File: src/rtl/stack_pkg.sv
// Shared types and default widths for the LIFO stack controller and its wrapper.
package stack_pkg;

  typedef enum logic [0:0] {
    IDLE = 1'b0,
    READ = 1'b1
  } state_t;

  localparam int DEF_DATA_WIDTH = 12;
  localparam int DEF_ADDR_WIDTH = 8;

endpackage

File: src/rtl/stack_mem.sv
// Single-clock stack storage: synchronous read with one cycle of latency, read-before-write.
module stack_mem
  import stack_pkg::*;
#(
  parameter int DATA_WIDTH = DEF_DATA_WIDTH,
  parameter int ADDR_WIDTH = DEF_ADDR_WIDTH
) (
  input  logic                  clock,
  input  logic                  we,
  input  logic [ADDR_WIDTH-1:0] in_address,
  input  logic [DATA_WIDTH-1:0] in_data,
  input  logic [ADDR_WIDTH-1:0] out_address,
  output logic [DATA_WIDTH-1:0] out_data
);

  logic [DATA_WIDTH-1:0] mem_r [0:(1<<ADDR_WIDTH)-1];
  logic [DATA_WIDTH-1:0] out_data_r;

  // Array write and registered read; the read sees the value from before any same-cycle write.
  always_ff @(posedge clock) begin
    if (we) begin
      mem_r[in_address] <= in_data;
    end
    out_data_r <= mem_r[out_address];
  end

  assign out_data = out_data_r;

endmodule

File: src/rtl/stack_top.sv
// Stack wrapper: the controller with its storage placed beside it.
module stack_top
  import stack_pkg::*;
#(
  parameter int DATA_WIDTH = DEF_DATA_WIDTH,
  parameter int ADDR_WIDTH = DEF_ADDR_WIDTH
) (
  input  logic                  clock,
  input  logic                  reset_n,
  input  logic                  push_req,
  input  logic [DATA_WIDTH-1:0] push_data,
  input  logic                  pop_req,
  input  logic                  clear_err,
  output logic                  push_ack,
  output logic                  pop_ack,
  output logic                  ready,
  output logic                  pop_valid,
  output logic [DATA_WIDTH-1:0] pop_data,
  output logic [ADDR_WIDTH:0]   count,
  output logic                  full,
  output logic                  empty,
  output logic                  overflow,
  output logic                  underflow
);

  logic                  mem_we_s;
  logic [ADDR_WIDTH-1:0] mem_in_address_s;
  logic [ADDR_WIDTH-1:0] mem_out_address_s;
  logic [DATA_WIDTH-1:0] mem_in_data_s;
  logic [DATA_WIDTH-1:0] mem_out_data_s;

  stack_ctrl #(
    .DATA_WIDTH (DATA_WIDTH),
    .ADDR_WIDTH (ADDR_WIDTH)
  ) u_ctrl (
    .clock           (clock),
    .reset_n         (reset_n),
    .push_req        (push_req),
    .push_data       (push_data),
    .pop_req         (pop_req),
    .clear_err       (clear_err),
    .push_ack        (push_ack),
    .pop_ack         (pop_ack),
    .ready           (ready),
    .pop_valid       (pop_valid),
    .pop_data        (pop_data),
    .count           (count),
    .full            (full),
    .empty           (empty),
    .overflow        (overflow),
    .underflow       (underflow),
    .mem_we          (mem_we_s),
    .mem_in_address  (mem_in_address_s),
    .mem_out_address (mem_out_address_s),
    .mem_in_data     (mem_in_data_s),
    .mem_out_data    (mem_out_data_s)
  );

  stack_mem #(
    .DATA_WIDTH (DATA_WIDTH),
    .ADDR_WIDTH (ADDR_WIDTH)
  ) u_mem (
    .clock       (clock),
    .we          (mem_we_s),
    .in_address  (mem_in_address_s),
    .in_data     (mem_in_data_s),
    .out_address (mem_out_address_s),
    .out_data    (mem_out_data_s)
  );

endmodule

File: src/rtl/stack_ctrl.sv
// LIFO stack controller driving an external synchronous-read, read-before-write memory.
// Pops take two cycles to deliver data; pushes complete in their accepting cycle.
module stack_ctrl
  import stack_pkg::*;
#(
  parameter int DATA_WIDTH = DEF_DATA_WIDTH,
  parameter int ADDR_WIDTH = DEF_ADDR_WIDTH
) (
  input  logic                  clock,
  input  logic                  reset_n,
  input  logic                  push_req,
  input  logic [DATA_WIDTH-1:0] push_data,
  input  logic                  pop_req,
  input  logic                  clear_err,
  output logic                  push_ack,
  output logic                  pop_ack,
  output logic                  ready,
  output logic                  pop_valid,
  output logic [DATA_WIDTH-1:0] pop_data,
  output logic [ADDR_WIDTH:0]   count,
  output logic                  full,
  output logic                  empty,
  output logic                  overflow,
  output logic                  underflow,
  output logic                  mem_we,
  output logic [ADDR_WIDTH-1:0] mem_in_address,
  output logic [ADDR_WIDTH-1:0] mem_out_address,
  output logic [DATA_WIDTH-1:0] mem_in_data,
  input  logic [DATA_WIDTH-1:0] mem_out_data
);

  localparam logic [ADDR_WIDTH:0] ONE_C   = {{ADDR_WIDTH{1'b0}}, 1'b1};
  localparam logic [ADDR_WIDTH:0] DEPTH_C = {1'b1, {ADDR_WIDTH{1'b0}}};

  state_t                  state_r;
  logic [ADDR_WIDTH:0]     count_r;
  logic                    pop_valid_r;
  logic [DATA_WIDTH-1:0]   pop_data_r;
  logic                    overflow_r;
  logic                    underflow_r;

  logic                    full_s;
  logic                    empty_s;
  logic                    push_acc_s;
  logic                    pop_acc_s;
  logic                    ovf_set_s;
  logic                    unf_set_s;
  logic [ADDR_WIDTH:0]     count_m1_s;

  assign full_s     = (count_r == DEPTH_C);
  assign empty_s    = (count_r == {(ADDR_WIDTH+1){1'b0}});
  assign count_m1_s = count_r - ONE_C;

  // Request arbitration: pop beats push, and nothing is taken while a read is in flight.
  always_comb begin
    pop_acc_s  = 1'b0;
    push_acc_s = 1'b0;
    ovf_set_s  = 1'b0;
    unf_set_s  = 1'b0;
    if (state_r == IDLE) begin
      if (pop_req && !empty_s) begin
        pop_acc_s = 1'b1;
      end else if (push_req && !full_s) begin
        push_acc_s = 1'b1;
      end else begin
        push_acc_s = 1'b0;
      end
      ovf_set_s = push_req && full_s && !pop_req;
      unf_set_s = pop_req && empty_s;
    end else begin
      pop_acc_s  = 1'b0;
      push_acc_s = 1'b0;
    end
  end

  assign push_ack        = push_acc_s;
  assign pop_ack         = pop_acc_s;
  assign mem_we          = push_acc_s;
  assign mem_in_address  = count_r[ADDR_WIDTH-1:0];
  assign mem_in_data     = push_data;
  assign mem_out_address = count_m1_s[ADDR_WIDTH-1:0];

  // Control FSM with occupancy and registered pop result; memory data lands during READ.
  always_ff @(posedge clock or negedge reset_n) begin
    if (!reset_n) begin
      state_r     <= IDLE;
      count_r     <= {(ADDR_WIDTH+1){1'b0}};
      pop_valid_r <= 1'b0;
      pop_data_r  <= {DATA_WIDTH{1'b0}};
    end else begin
      pop_valid_r <= 1'b0;
      case (state_r)
        IDLE: begin
          if (pop_acc_s) begin
            state_r <= READ;
            count_r <= count_m1_s;
          end else if (push_acc_s) begin
            count_r <= count_r + ONE_C;
          end else begin
            count_r <= count_r;
          end
        end
        READ: begin
          state_r     <= IDLE;
          pop_data_r  <= mem_out_data;
          pop_valid_r <= 1'b1;
        end
        default: begin
          state_r <= IDLE;
        end
      endcase
    end
  end

  // Sticky error flags; a new error in the same cycle outranks clear_err.
  always_ff @(posedge clock or negedge reset_n) begin
    if (!reset_n) begin
      overflow_r  <= 1'b0;
      underflow_r <= 1'b0;
    end else begin
      if (ovf_set_s) begin
        overflow_r <= 1'b1;
      end else if (clear_err) begin
        overflow_r <= 1'b0;
      end else begin
        overflow_r <= overflow_r;
      end
      if (unf_set_s) begin
        underflow_r <= 1'b1;
      end else if (clear_err) begin
        underflow_r <= 1'b0;
      end else begin
        underflow_r <= underflow_r;
      end
    end
  end

  assign ready     = (state_r == IDLE);
  assign pop_valid = pop_valid_r;
  assign pop_data  = pop_data_r;
  assign count     = count_r;
  assign full      = full_s;
  assign empty     = empty_s;
  assign overflow  = overflow_r;
  assign underflow = underflow_r;

endmodule

File: config.mk
export PLATFORM = sky130hd
export DESIGN_NAME = stack_top
export DESIGN_NICKNAME = d
export VERILOG_FILES = /design/src/rtl/stack_pkg.sv /design/src/rtl/stack_mem.sv /design/src/rtl/stack_top.sv /design/src/rtl/stack_ctrl.sv
export SDC_FILE = /design/constraint.sdc
export NUM_CORES = 2
export LEC_CHECK = 0
export CAP_MARGIN = 20
export CORE_ASPECT_RATIO = 0.7
export CORE_MARGIN = 2
export CORE_UTILIZATION = 35
export CTS_CLUSTER_DIAMETER = 40
export DETAILED_ROUTE_END_ITERATION = 8
export PLACE_DENSITY = 0.49
export SLEW_MARGIN = 25
export SYNTH_ARGS = -nofsm -noshare
export SYNTH_HDL_FRONTEND = slang
export SYNTH_SLANG_ARGS = --single-unit
File: constraint.sdc
create_clock -name clock -period 4.8 [get_ports clock]
set_input_delay 0.96 -clock clock [delete_from_list [all_inputs] [get_ports clock]]
set_output_delay 0.96 -clock clock [all_outputs]
set_load 0.01 [all_outputs]
======== Yosys cells after proc, flatten, opt, wreduce, memory -nomap -nowiden ========
Memory sizes are Yosys's and may differ from the RTL's. A register that Yosys moved wholly into a read port is not among the register bits.
Index checks and enable logic that the tools add are counted.
W data, S select, Z words.
word-level totals
  register bits ........................... 25
  RAM bits ................................ 3072
  memories ................................ 1
cells by class
  add/subtract/negate cells ............... 2
  equality and inequality tests ........... 1
  multiplexer cells ....................... 17
  bitwise gates (word level) .............. 1
  reduce and logical (&&, ||, !) cells .... 13
memories
  name         depth  bits a word  rd ports  clocked after memory_dff  write ports  line             source
  u_mem.mem_r  256    12           1         1                         1            stack_mem.sv:16  logic [DATA_WIDTH-1:0] mem_r [0:(1<<ADDR_WIDTH)-1];
operator list
  cell                   count
  $mux W9                2
  $mux W1                14
  $add A9 B1 Y9 const B  1
  $eq A9 B9 Y1 const B   1
  $logic_not A9 Y1       1
  $sub A9 B1 Y9 const B  1
  $reduce_bool A2 Y1     3
  $logic_and A1 B1 Y1    5
  $logic_not A1 Y1       3
  $pmux W1 S2            1
  $reduce_and A2 Y1      1
  $not A1 Y1             1

======== Longest topological paths before layout ========
  depth after elaboration ................. 8
  mapped depth ............................ 17

======== Cells and area by module ========
A second synthesis with hierarchy kept.
unflattened totals
  cell total of the unflattened synthesis .. 5659
  area, all modules ....................... 120229.1 µm²
modules (own cells, without submodules)
  module      times used  cells each  area an instance (µm²)  seq. area each (µm²)
  stack_mem   1           5506        118632.5                92488.7
  stack_ctrl  1           153         1596.5                  625.6

======== Least setup slack after synthesis ========
No wires, ideal clock.
  kind .................................... register -> register
  start ................................... register u_ctrl.count_r[0] (netlist: u_ctrl.count[0])
  end ..................................... memory u_mem.mem_r[113][0] (netlist name), enable pin
  arrival ................................. 3.748 ns
  setup slack ............................. 0.672 ns
  cell stages (with the launch flop) ...... 16
  clock period less this slack ............ 4.128 ns
  cell sequence ........................... dfrtp_1 -> buf_6 -> buf_2 -> buf_2 -> buf_2 -> inv_1 -> ha_1 -> clkbuf_1 -> nor3b_4 -> nand3_1 -> inv_1 -> nor3b_2 -> buf_2 -> nand3_1 -> clkbuf_1 -> nor2_1
on the way
  longest elaborated chain between the ends .. 8
  elaborated cells between the ends (all ways) .. 11
  classes of those cells .................. 1 x eq/ne; 5 x mux; 5 x reduce/logical
RTL lines
  what                           line              source
  from (decl)                    stack_ctrl.sv:36  logic [ADDR_WIDTH:0] count_r;
  from (signal assigned)         stack_ctrl.sv:87  count_r <= {(ADDR_WIDTH+1){1'b0}};
  from (signal assigned)         stack_ctrl.sv:96  count_r <= count_m1_s;
  from (signal assigned)         stack_ctrl.sv:98  count_r <= count_r + ONE_C;
  $eq A9 B9 Y1                   stack_ctrl.sv:50  assign full_s = (count_r == DEPTH_C);
  named net full                 stack_top.sv:20   output logic full,
  $logic_not A1 Y1               stack_ctrl.sv:63  end else if (push_req && !full_s) begin
  $logic_and A1 B1 Y1            stack_ctrl.sv:63
  $mux W1                        stack_ctrl.sv:63
  $mux W1                        stack_ctrl.sv:61  if (pop_req && !empty_s) begin
  $mux W1                        stack_ctrl.sv:60  if (state_r == IDLE) begin
  named net push_ack             stack_top.sv:14   output logic push_ack,
  $mux W1                        stack_mem.sv:21   if (we) begin
  $mux W1 (not written as such)  stack_mem.sv:22   mem_r[in_address] <= in_data;
  to (decl)                      stack_mem.sv:16
The timed path passes the listed nets, and every way through them passes these cells.

======== Worst setup path after layout ========
  start ................................... register u_ctrl.count_r[1] (netlist: u_ctrl.count[1])
  end ..................................... register u_mem.out_data_r[2] (netlist: u_mem.out_data[2]) (read register of u_mem.mem_r)
on the way
  longest elaborated chain between the ends .. 1
RTL lines
  what           line              source
  $sub A9 B1 Y9  stack_ctrl.sv:52  assign count_m1_s = count_r - ONE_C;
  to (decl)      stack_mem.sv:17   logic [DATA_WIDTH-1:0] out_data_r;
Every way passes these cells.
A chain may end at the register's enable or synchronous reset.

==> flow_metrics.tcl <==
set metrics [dict create \
    wl_per_cell_um 30.63 \
    fmax_mhz 218.3 \
    dpl.hpwl_um 199400 \
    p_leak_nw 44.62 \
    fin_setup_tns_ns 0 \
    fp.dieW_um 699.7 \
    yosysMostFrequentCell "edfxtp_1" \
    slew_headroom_pct 28.33 \
    yosysWarnings 0 \
    synth-compound-area-share_pct 3.291 \
    ys_types 44 \
    syn_nets 5350 \
    worst_pin_slew_ns 1.075 \
    crit_slowest_cell "nor3_2" \
    fin_ws_ns 0.2183 \
    worstSetupPathType "reg2reg" \
    fp.dieH_um 491.0 \
    maxCapViolations 0 \
    p_comb_share_pct 35.4 \
    peakVddDrop_mv 0.5637 \
    drt-pass1-iter-count 5 \
    synthMuxAreaShare_pct 15.00 \
    dpl_cell_area_sq_um 128000 \
    worst-r2r-setup-slack_ns 0.22 \
    vias 58200 \
    area_delta_synth_final_pct 19.29 \
    avgSynthCellArea_sq_um 22.25 \
    rsz0062_at_grt "false" \
    dp.cells 10060 \
    htreeDepth 5 \
    internal_power_mw 60.99 \
    crit_buf_inv 5 \
    rows 178 \
    synth_xor_area_share_pct 0.1034 \
    ant_nets 0 \
    cts_tree "yes" \
    place_ws_ns 0.05498 \
    synth-main-ff-cell "edfxtp_1" \
    fin_hold_ws_ns 0.1649 \
    hp-class "in2async" \
    synth_edf_count 3072 \
    final_cell_count_no_fill 10790 \
    cts.clk_slew.worst_paths_ns 0.06 \
    cp_max_fo 33 \
    p_switching_mw 32.59 \
    dieArea_sq_um 343500 \
    routabilityCongestion 0.8237 \
    cts-root-buf "clkbuf_16" \
    track_usage_pct 18.96 \
    synthCells 5329 \
    utilization_pct 42.03 \
    routed_wl_um 330400 \
    cts-buffers-inserted 392 \
    cts_sinks 3109 \
    switching_share_pct 34.82 \
    cp-start-kind "flip-flop" \
    io_pins 46 \
    hold_buffers 0 \
    status "complete, no violations" \
    drive_gt1_share_pct 31.97 \
    route.detailed.drc 0 \
    path_delay_family "buffers and inverters" \
    ys_top_cells_by_count "edfxtp_1 (3072), mux4_2 (768), a22oi_1 (289), nor2_1 (289), clkbuf_1 (168)" \
    vias_per_cell 5.395 \
    critical_path.cell_chain "inv_1, ha_4, buf_12, buf_12, buf_12, buf_4, mux4_2, a22oi_1, nand2_1, a22o_1, nor3_2, o221ai_1" \
    grt_first_pass_wirelength_um 463700 \
    path_common_cell "buf_12" \
    ys_seq_elements 3109 \
    synth_area_leaders "edfxtp_1 (78%), mux4_2 (15%), a22oi_1 (1.8%), nor2_1 (0.91%), a22o_1 (0.53%)" \
    finalMaxSlewViolations 0 \
    critPathRequiredTime_ns 5.56 \
    synth_top_area_share_pct 77.80 \
    arrival_ns 5.34 \
    synthesis.area_sq_um 118600 \
    cts_buffer_depth 4 \
    synthAdderAreaFrac_pct 0.04221 \
    power_frac_clock_pct 32.1 \
    gr-total-overflow 0 \
    hold_viol_final 0 \
    drtIter0Drc 6726 \
    yosysSeqAreaShare_pct 78.53 \
    finalPower_mw 93.58 \
    design_area_sq_um 141400 \
    grt_max_degree 111 \
    fin_crit_sh_pct 95.45 \
    nets 5976 \
    synth_top_family_by_area "multiplexers" \
    pwr_density_cell_nw_per_um2 661.6 \
    crit_path_end_kind "flip-flop" \
    start_util_pct 35.24 \
    antenna_found_initial 18 \
    crit_path_max_incr_delay_ns 0.72 \
    pwr-share-seq_pct 32.5 \
    timing.rr.end "u_mem.out_data[2]" \
    reg2regPathDepth 12 \
    r2r-start "u_ctrl.count[1]" \
    layout_min_cycle_time_ns 4.582 \
    clock_latency_ns 0.92 \
    synthArstFlopShare_pct 0.8041 \
    portBuffers 45 \
    grt_pass1_vias 58900 \
    synthSimpleGateAreaFrac_pct 1.842 \
    core_region_area_sq_um 336500 \
    setup_viol 0 \
    synth_top_area_cell "edfxtp_1" \
    skew_ns 0.04983 \
]
[power by group through the flow]
| stage | sequential, mW | clock (mW) | combinational [mW] |
|---|---|---|---|
| finish | 30.4 | 30.1 | 33.1 |
| global route | 30.4 | 31.8 | 34.9 |
| CTS | 30.4 | 30.7 | 33.2 |
| detailed placement | 31.0 | 0 | 33.2 |
| global placement | 31.0 | 0 | 32.9 |
| floorplan | 30.8 | 0 | 18.8 |
[what timing repair did]
action                                  in CTS  in global routing
setup buffers                                1                  0
endpoints found under the setup margin       1                  3
resized for setup                            0                  3
[placed cells by master (no fill, tap or decap), drive strengths merged, types with 3 or more instances in the layout]
| cell type | n |
|---|---|
| clkinv | 129 |
| ha | 4 |
| buf | 521 |
| o221ai | 24 |
| nor2 | 290 |
| o21ai | 7 |
| dfrtp | 25 |
| a22o | 72 |
| inv | 69 |
| nand3 | 50 |
| mux2 | 12 |
| mux2i | 36 |
| nand2 | 144 |
| xor2 | 9 |
| a22oi | 289 |
| clkdlybuf4s50 | 32 |
| or2 | 3 |
| nor3 | 27 |
| nand4 | 3 |
| nor2b | 6 |
| mux4 | 768 |
| a211o | 24 |
| edfxtp | 3072 |
| clkinvlp | 57 |
| a32oi | 24 |
| bufinv | 48 |
| dfxtp | 12 |
| a21oi | 78 |
| xnor2 | 5 |
| diode | 10 |
| clkbuf | 422 |
[flip-flops by register name, summed over array words and instances (netlist names)]
| register | count |
|---|---|
| u_ctrl.count | 9 |
| u_ctrl.overflow | 1 |
| u_ctrl.pop_data | 12 |
| u_ctrl.pop_valid | 1 |
| u_ctrl.state_r | 1 |
| u_ctrl.underflow | 1 |
| u_mem.mem_r | 3072 |
| u_mem.out_data | 12 |
[area by class of cell]
class                      count  area (sq um)
fill                       29030        195100
sequential                  3109         93120
multi-input combinational   1890         24320
clock buffer                 422         10070
tap                         4500          5630
timing repair buffer         553          4940
clock inverter               294          3308
inverter                       9         33.78
antenna                       10         25.02
[metal layers]
metal | part of all wire, % | track usage [%] | vias up | wire (um)
li1 | - | - | 24070 | -
met1 | 45 | 27.88 | 31640 | 148000
met2 | 44 | 27.60 | 2045 | 145400
met3 | 8.7 | 5.500 | 443 | 28670
met4 | 2.5 | 4.900 | 2 | 8350
met5 | 0.0039 | 0 | - | 13
[cells by family (layout without fill, tap and decap cells)]
logic type,after synthesis,in the layout
adders and majority gates,4,4
and+or+nand+nor,532,532
xor gates and xnor gates,14,14
muxes,816,816
AOI/OAI and AO/OA,524,524
DFF,3109,3109
buffers and inverters,330,1278
other,0,10
[how the worst max path moves through the flow]
stage / start / end / slack, ns / cells past startpoint
2_1_floorplan: u_ctrl.count[0] / u_mem.mem_r[113][0] / 0.67 / 15
3_3_place_gp: u_ctrl.count[0] / u_mem.out_data[3] / -0.46 / 8
3_5_place_dp: u_ctrl.count[0] / u_mem.out_data[9] / 0.05 / 8
4_1_cts: u_ctrl.count[0] / u_mem.out_data[9] / 0.05 / 8
5_1_grt: u_ctrl.count[1] / push_ack / 0.07 / 8
6_report: u_ctrl.count[1] / u_mem.out_data[2] / 0.22 / 12
Note: power is estimated with default switching activity, not from simulation.
